**config.mk**
```make
export PLATFORM = sky130hd
export DESIGN_NAME = gb_scaler_flat
export DESIGN_NICKNAME = d
export VERILOG_FILES = /design/src/rtl/gb_scaler_if.sv /design/src/rtl/gb_scaler.sv /design/src/flat_wrapper.sv
export SDC_FILE = /design/constraint.sdc
export NUM_CORES = 1
export LEC_CHECK = 0
export CAP_MARGIN = 40
export CORE_MARGIN = 2
export CORE_UTILIZATION = 63
export CTS_CLUSTER_DIAMETER = 100
export DETAILED_ROUTE_END_ITERATION = 6
export DONT_BUFFER_PORTS = 1
export PLACE_DENSITY = 0.79
export SLEW_MARGIN = 10
export SYNTH_ARGS = -nofsm -noshare
export SYNTH_HDL_FRONTEND = slang
export SYNTH_SLANG_ARGS = --single-unit
export TNS_END_PERCENT = 50
```
**constraint.sdc**
```tcl
create_clock -name clk -period 3.03 [get_ports clk]
set_input_delay 0.1515 -clock clk [delete_from_list [all_inputs] [get_ports clk]]
set_output_delay 0.1515 -clock clk [all_outputs]
set_load 0.01 [all_outputs]
```
**src/rtl/gb_scaler_if.sv**
```systemverilog
// Scaler bus: framebuffer read port, palette write port, video pins.
// master is the scaler side; slave is the framebuffer/display side.
interface gb_scaler_if #(
    parameter int ADDR_W = 15
);
    logic [ADDR_W-1:0] fb_addr;
    logic [1:0]        fb_data;
    logic              pal_we;
    logic [1:0]        pal_idx;
    logic [15:0]       pal_rgb;
    logic              hs;
    logic              vs;
    logic              de;
    logic [4:0]        r;
    logic [5:0]        g;
    logic [4:0]        b;
    logic              frame_start;

    modport master (
        output fb_addr, hs, vs, de, r, g, b, frame_start,
        input  fb_data, pal_we, pal_idx, pal_rgb
    );

    modport slave (
        input  fb_addr, hs, vs, de, r, g, b, frame_start,
        output fb_data, pal_we, pal_idx, pal_rgb
    );
endinterface

```
**src/rtl/gb_scaler.sv**
```systemverilog
// Integer upscaler from a 2-bit indexed framebuffer to RGB565 video.
// Raster timing, incremental address walk, palette and output pipeline.
module gb_scaler #(
    parameter int          H_ACTIVE = 800,
    parameter int          H_FP     = 88,
    parameter int          H_SYNC   = 128,
    parameter int          H_BP     = 40,
    parameter int          V_ACTIVE = 480,
    parameter int          V_FP     = 21,
    parameter int          V_SYNC   = 3,
    parameter int          V_BP     = 1,
    parameter int          SRC_W    = 160,
    parameter int          SRC_H    = 144,
    parameter int          SCALE    = 3,
    parameter int          RD_LAT   = 1,
    parameter int          ADDR_W   = 15,
    parameter logic [15:0] BORDER   = 16'h0000
) (
    input  logic        clk,
    input  logic        rst,
    gb_scaler_if.master bus
);

    localparam int H_TOTAL = H_ACTIVE + H_FP + H_SYNC + H_BP;
    localparam int V_TOTAL = V_ACTIVE + V_FP + V_SYNC + V_BP;
    localparam int WIN_W   = SRC_W * SCALE;
    localparam int WIN_H   = SRC_H * SCALE;
    localparam int OFF_X   = (H_ACTIVE - WIN_W) / 2;
    localparam int OFF_Y   = (V_ACTIVE - WIN_H) / 2;
    localparam int HW      = $clog2(H_TOTAL + 1);
    localparam int VW      = $clog2(V_TOTAL + 1);
    localparam int SXW     = $clog2(SRC_W + 1);
    localparam int CW      = $clog2(SCALE + 1);

    localparam logic [HW-1:0] H_LAST  = HW'(H_TOTAL - 1);
    localparam logic [HW-1:0] H_ACT   = HW'(H_ACTIVE);
    localparam logic [HW-1:0] HS_BEG  = HW'(H_ACTIVE + H_FP);
    localparam logic [HW-1:0] HS_END  = HW'(H_ACTIVE + H_FP + H_SYNC);
    localparam logic [HW-1:0] WX_BEG  = HW'(OFF_X);
    localparam logic [HW-1:0] WX_END  = HW'(OFF_X + WIN_W);
    localparam logic [HW-1:0] WX_LAST = HW'(OFF_X + WIN_W - 1);

    localparam logic [VW-1:0] V_LAST  = VW'(V_TOTAL - 1);
    localparam logic [VW-1:0] V_ACT   = VW'(V_ACTIVE);
    localparam logic [VW-1:0] VS_BEG  = VW'(V_ACTIVE + V_FP);
    localparam logic [VW-1:0] VS_END  = VW'(V_ACTIVE + V_FP + V_SYNC);
    localparam logic [VW-1:0] WY_BEG  = VW'(OFF_Y);
    localparam logic [VW-1:0] WY_END  = VW'(OFF_Y + WIN_H);

    localparam logic [CW-1:0]     C_LAST   = CW'(SCALE - 1);
    localparam logic [ADDR_W-1:0] ROW_STEP = ADDR_W'(SRC_W);

    if (SCALE < 1) begin : g_bad_scale
        $error("gb_scaler: SCALE must be at least 1");
    end
    if (RD_LAT < 1) begin : g_bad_lat
        $error("gb_scaler: RD_LAT must be at least 1");
    end
    if (SRC_W * SCALE > H_ACTIVE) begin : g_bad_w
        $error("gb_scaler: SRC_W*SCALE exceeds H_ACTIVE");
    end
    if (SRC_H * SCALE > V_ACTIVE) begin : g_bad_h
        $error("gb_scaler: SRC_H*SCALE exceeds V_ACTIVE");
    end
    if (longint'(SRC_W) * longint'(SRC_H) > (longint'(1) << ADDR_W)) begin : g_bad_a
        $error("gb_scaler: framebuffer does not fit ADDR_W");
    end

    logic [HW-1:0]            h;
    logic [VW-1:0]            v;
    logic [SXW-1:0]           sx;
    logic [CW-1:0]            cx;
    logic [CW-1:0]            cy;
    logic [ADDR_W-1:0]        base;
    logic [ADDR_W-1:0]        addr_hold;
    logic [ADDR_W-1:0]        addr_c;
    logic                     h_wrap;
    logic                     v_wrap;
    logic                     de_c;
    logic                     hs_c;
    logic                     vs_c;
    logic                     fs_c;
    logic                     in_win;
    logic [RD_LAT-1:0][4:0]   pipe;
    logic [4:0]               al;
    logic [15:0]              pal [4];
    logic [15:0]              rgb;

    assign h_wrap = (h == H_LAST);
    assign v_wrap = (v == V_LAST);
    assign de_c   = (h < H_ACT) && (v < V_ACT);
    assign hs_c   = (h >= HS_BEG) && (h < HS_END);
    assign vs_c   = (v >= VS_BEG) && (v < VS_END);
    assign fs_c   = (h == '0) && (v == '0);
    assign in_win = (h >= WX_BEG) && (h < WX_END)
                 && (v >= WY_BEG) && (v < WY_END);

    // Outside the window the last in-window address is presented.
    assign addr_c      = base + ADDR_W'(sx);
    assign bus.fb_addr = in_win ? addr_c : addr_hold;

    // Raster position: h every clock, v on h wrap.
    always_ff @(posedge clk or negedge rst) begin
        if (!rst) begin
            h <= '0;
            v <= '0;
        end else if (h_wrap) begin
            h <= '0;
            v <= v_wrap ? '0 : v + 1'b1;
        end else begin
            h <= h + 1'b1;
        end
    end

    // Walk sx/base through the window; sx restarts each line, base each frame.
    always_ff @(posedge clk or negedge rst) begin
        if (!rst) begin
            sx        <= '0;
            cx        <= '0;
            cy        <= '0;
            base      <= '0;
            addr_hold <= '0;
        end else begin
            if (in_win) begin
                addr_hold <= addr_c;
            end
            if (h_wrap) begin
                sx <= '0;
                cx <= '0;
            end else if (in_win) begin
                if (cx == C_LAST) begin
                    cx <= '0;
                    sx <= sx + 1'b1;
                end else begin
                    cx <= cx + 1'b1;
                end
            end
            if (h_wrap && v_wrap) begin
                base <= '0;
                cy   <= '0;
            end else if (in_win && (h == WX_LAST)) begin
                if (cy == C_LAST) begin
                    cy   <= '0;
                    base <= base + ROW_STEP;
                end else begin
                    cy <= cy + 1'b1;
                end
            end
        end
    end

    // Delay raster controls by the read latency so they meet fb_data.
    always_ff @(posedge clk or negedge rst) begin
        if (!rst) begin
            pipe <= '0;
        end else begin
            pipe[0] <= {fs_c, in_win, de_c, vs_c, hs_c};
            for (int i = 1; i < RD_LAT; i++) begin
                pipe[i] <= pipe[i-1];
            end
        end
    end

    assign al = pipe[RD_LAT-1];

    // Palette: a write lands on the edge, so a same-cycle lookup sees the old entry.
    always_ff @(posedge clk or negedge rst) begin
        if (!rst) begin
            pal[0] <= 16'h0000;
            pal[1] <= 16'h4208;
            pal[2] <= 16'h8410;
            pal[3] <= 16'hFFFF;
        end else if (bus.pal_we) begin
            pal[bus.pal_idx] <= bus.pal_rgb;
        end
    end

    // Pick picture, border or blank colour for the aligned pixel.
    always_comb begin
        rgb = 16'h0000;
        if (al[2]) begin
            rgb = al[3] ? pal[bus.fb_data] : BORDER;
        end
    end

    // Output pins, one register after the aligned data; syncs are active-low.
    always_ff @(posedge clk or negedge rst) begin
        if (!rst) begin
            bus.hs          <= 1'b1;
            bus.vs          <= 1'b1;
            bus.de          <= 1'b0;
            bus.frame_start <= 1'b0;
            bus.r           <= '0;
            bus.g           <= '0;
            bus.b           <= '0;
        end else begin
            bus.hs          <= ~al[0];
            bus.vs          <= ~al[1];
            bus.de          <= al[2];
            bus.frame_start <= al[4];
            {bus.r, bus.g, bus.b} <= rgb;
        end
    end

endmodule

```
**src/flat_wrapper.sv**
```systemverilog
// flat-port wrapper written by rule: the top's interface ports become plain ports
module gb_scaler_flat 
#(
    parameter int          H_ACTIVE = 800,
    parameter int          H_FP     = 88,
    parameter int          H_SYNC   = 128,
    parameter int          H_BP     = 40,
    parameter int          V_ACTIVE = 480,
    parameter int          V_FP     = 21,
    parameter int          V_SYNC   = 3,
    parameter int          V_BP     = 1,
    parameter int          SRC_W    = 160,
    parameter int          SRC_H    = 144,
    parameter int          SCALE    = 3,
    parameter int          RD_LAT   = 1,
    parameter int          ADDR_W   = 15,
    parameter logic [15:0] BORDER   = 16'h0000
)
  (clk, rst, bus_fb_addr, bus_hs, bus_vs, bus_de, bus_r, bus_g, bus_b, bus_frame_start, bus_fb_data, bus_pal_we, bus_pal_idx, bus_pal_rgb);
  gb_scaler_if #(.ADDR_W(ADDR_W)) bus_i ();
  input  logic clk;
  input  logic rst;
  output wire logic [$bits(bus_i.fb_addr)-1:0] bus_fb_addr;
  output wire logic [$bits(bus_i.hs)-1:0] bus_hs;
  output wire logic [$bits(bus_i.vs)-1:0] bus_vs;
  output wire logic [$bits(bus_i.de)-1:0] bus_de;
  output wire logic [$bits(bus_i.r)-1:0] bus_r;
  output wire logic [$bits(bus_i.g)-1:0] bus_g;
  output wire logic [$bits(bus_i.b)-1:0] bus_b;
  output wire logic [$bits(bus_i.frame_start)-1:0] bus_frame_start;
  input wire logic [$bits(bus_i.fb_data)-1:0] bus_fb_data;
  input wire logic [$bits(bus_i.pal_we)-1:0] bus_pal_we;
  input wire logic [$bits(bus_i.pal_idx)-1:0] bus_pal_idx;
  input wire logic [$bits(bus_i.pal_rgb)-1:0] bus_pal_rgb;
  assign bus_fb_addr = bus_i.fb_addr;
  assign bus_hs = bus_i.hs;
  assign bus_vs = bus_i.vs;
  assign bus_de = bus_i.de;
  assign bus_r = bus_i.r;
  assign bus_g = bus_i.g;
  assign bus_b = bus_i.b;
  assign bus_frame_start = bus_i.frame_start;
  assign bus_i.fb_data = bus_fb_data;
  assign bus_i.pal_we = bus_pal_we;
  assign bus_i.pal_idx = bus_pal_idx;
  assign bus_i.pal_rgb = bus_pal_rgb;
  gb_scaler #(.H_ACTIVE(H_ACTIVE), .H_FP(H_FP), .H_SYNC(H_SYNC), .H_BP(H_BP), .V_ACTIVE(V_ACTIVE), .V_FP(V_FP), .V_SYNC(V_SYNC), .V_BP(V_BP), .SRC_W(SRC_W), .SRC_H(SRC_H), .SCALE(SCALE), .RD_LAT(RD_LAT), .ADDR_W(ADDR_W), .BORDER(BORDER)) u_core (.clk(clk), .rst(rst), .bus(bus_i));
endmodule
```
==> out/metrics.yaml <==
outcome:
  status: "finished, violations left"
  violations: "hold timing"
sta:
  tns_ns: 0
  fin_hold_ws_ns: -0.6836
  setup_slack_ns: 0.2514
  finalCritPeriodShare: 0.9170
  worst_pin_slew_ns: 0.8355
  fin_crit_ns: 2.779
  final_max_slew_viol_count: 0
  max_freq_ghz: 0.3599
  fin_skew_ns: 0.007771
  max_slew_margin: 0.4412
  hold_violations: 146
  setup_violations: 0
  rsz0062_at_grt: "false"
setup_path:
  end_kind: "output pin"
  reg2reg_from: "u_core.h[9]"
  slowest_delay_ns: 0.48
  slowest_stage: "dfrtp_1"
  crit_chain: "or3_4, a221oi_2, buf_4, nand2_1, buf_4, o21ai_0"
  crit_fanout: 30
  critPathKind: "reg2out"
  cp_common_cell: "buf_4"
  critPathArrivalTime_ns: 2.63
  worst-r2r-setup-slack_ns: 0.57
  regToRegEndpoint: "u_core.base[12]"
  worstRegToRegCells: 5
  startpoint_type: "flip-flop"
  cp_data_required_time_ns: 2.88
route:
  drt_iter0_drc: 337
  ant_nets: 0
  drcViolationCount: 0
  routedWlPerCell_um: 20.00
  routed_via_density: 6.085
  vias: 4278
  dr.pass1.iters: 4
  drt-total-wl_um: 14060
synth:
  synth_edf_count: 0
  ys_seq_area_frac: 0.5564
  synthFlopType: "dfrtp_1"
  syn_area_per_cell_um2: 12.49
  syn_area_mm2: 0.006620
  ys_types: 45
  yosys.area.top_type: "dfrtp_1"
  ys_warn_count: 0
  synth_nets: 564
  synthCells: 530
  synthArstFlopShare: 1.000
  synth_area_leaders: "dfrtp_1, mux2_2, dfstp_2, mux4_2, xnor2_1"
  yosysTopAreaCellShare: 0.4612
  synth-seq-cells: 146
finish:
  syn2layout_area_growth_pct: 15.18
  finalNonFillerCells: 703
  diodes: 0
  seq_area_mm2: 0.003684
  multi_input_comb_area_mm2: 0.002791
  drive_gt1_frac: 0.2928
  final_nets: 588
  n_fill_cell: 661
cts:
  ctsHoldBuffers: 23
  clock_latency_ns: 0.53
  post-cts-setup-buffers: 0
  cts-buffers-inserted: 17
  cts_sinks: 146
  htree_num_levels: 4
  cts_root_buf: "clkbuf_8"
  clkTransAtPathRegs_ns: 0.06
  cts_tree: "done"
  clock_path_buffers: 2
global_routing:
  grt_use_total: 0.2655
  grt_pass1_vias: 4390
  antenna_found_initial: 0
  grt_pass1_wl_um: 22810
  grt-ovfl-total: 0
  grt_max_degree: 147
die:
  die_area_mm2: 0.01134
  fp.dieW_um: 106.5
  coreArea_mm2: 0.01028
  die_h_um: 106.5
  start_util: 0.6441
  std_cell_rows: 37
  pin_count: 58
power_and_ir_drop:
  ir_drop_mv: 0.6351
  leakage_nw: 3.332
  power_density_mw_per_mm2: 624.4
placed_design:
  place_inst: 647
  place_ws_ns: 0.6984
  gp_congestion: 0.8523
  place_hpwl_um: 8178
  portBuffers: 0
job:
  max-cap-violations: 0
min_path:
  hold_path_class: "in2async"
-- how the worst max path moves through the flow --
stage                 from  depth (start not counted)                   to  slack, ns
2_1_floorplan  u_core.v[5]                          8  u_core.addr_hold[2]       0.80
6_report       u_core.v[5]                          6      bus_fb_addr[13]       0.25
3_3_place_gp   u_core.h[8]                          5      u_core.base[14]       0.78
4_1_cts        u_core.h[7]                          5      bus_fb_addr[13]       0.10
3_5_place_dp   u_core.h[7]                          5         u_core.sx[3]       0.70
5_1_grt        u_core.v[5]                          6       bus_fb_addr[9]       0.12
-- layer usage --
layer / GRT usage / wire (um) / vias to the layer above
met5: 0 / 0 / -
met2: 0.4478 / 7271 / 115
met4: 0.09369 / 328 / 0
met3: 0.07603 / 579 / 30
li1: - / - / 1942
met1: 0.3294 / 5878 / 2191
-- worst max-delay path: cells and delay by family (launching register included) --
kind | cells | cell delay (ns)
flip-flops | 1 | 0.48
buffers and inverters | 2 | 0.44
AND/OR/NAND/NOR | 2 | 0.49
AO/OA/AOI/OAI | 2 | 0.69
-- state kept, by name, summed over array words and instances, names as in the netlist, 2 cells and up --
register,flops
u_core.h,11
u_core.bus.b,5
u_core.bus.g,6
u_core.sx,8
u_core.bus.r,5
u_core.base,10
u_core.cy,2
u_core.pal,64
u_core.al,5
u_core.v,9
u_core.cx,2
u_core.addr_hold,15
-- per-stage QoR --
step                      hold WS (ns)    util  instance area (um^2)  total power [mW]
final                          -0.6836  0.7419                  7625             4.761
after global routing           -0.7194  0.7419                  7625             4.914
after CTS                      -0.7081  0.7395                  7600             4.773
after detailed placement       -0.1403  0.6573                  6755             2.544
after global placement         -0.1408  0.6533                  6714             2.506
after floorplan                -0.1441       -                  6620             2.488
-- cells in the mapped netlist, types with 2 or more instances --
cell type	instances
dfrtp_1	122
mux2_2	69
nand2_1	40
o21ai_0	30
nor2_1	26
dfstp_2	24
clkbuf_1	21
and3_1	20
xnor2_1	19
nand3_1	18
mux4_2	16
a21oi_1	12
nand4_1	12
xor2_1	12
ha_1	11
inv_1	10
nor3_1	7
a31oi_1	5
buf_2	5
nor4_2	5
or3_1	4
and2_1	3
and4_1	3
nand2b_1	3
nor3b_1	3
nor4_1	3
a31o_2	2
buf_6	2
mux2i_1	2
nand3b_1	2
nor2_2	2
o21bai_1	2
or3b_1	2
or4_1	2
-- cell usage in the layout, fill, tap and decap left out, types with 6 or more instances in the layout --
cell	instances
dfrtp_1	122
mux2_2	69
nand2_1	40
o21ai_0	30
nor2_1	26
dfstp_2	24
dlygate4sd3_1	23
and3_1	20
xnor2_1	19
nand3_1	18
mux4_2	16
clkbuf_16	16
a21oi_1	12
nand4_1	12
xor2_1	12
ha_1	11
inv_1	10
nor3_1	7
nor4_2	6
buf_4	6
-- power by group --
group / internal [mW] / total [mW] / switching (mW)
Combinational: 0.231 / 0.336 / 0.105
Clock: 1.36 / 2.18 / 0.821
Sequential: 2.15 / 2.24 / 0.0881
-- cells by family (layout without fill, tap and decap cells) --
group,after synthesis,after routing,synth area share
and+or+nand+nor,160,160,0.1332
xor gates and xnor gates,31,31,0.04101
buffers and inverters,38,75,0.02476
AOI/OAI and AO/OA,56,56,0.04838
adders and majority gates,11,11,0.02079
other,1,1,0.0005665
muxes,87,87,0.1748
DFF,146,146,0.5564
-- repair_timing --
item / CTS / global route
hold endpoints to repair: 225 / 146
setup endpoints to repair: 0 / 14
gates resized for setup: 0 / 2
-- area by class of cell --
type	instances	area share
clock inverters	13	0.02396
clock buffers	19	0.05661
inverters	10	0.004923
multi-input cells	346	0.3661
repair buffers	33	0.04299
well taps	136	0.02232
flip-flops and latches	146	0.4831
Power figures use the tool's default switching activity.
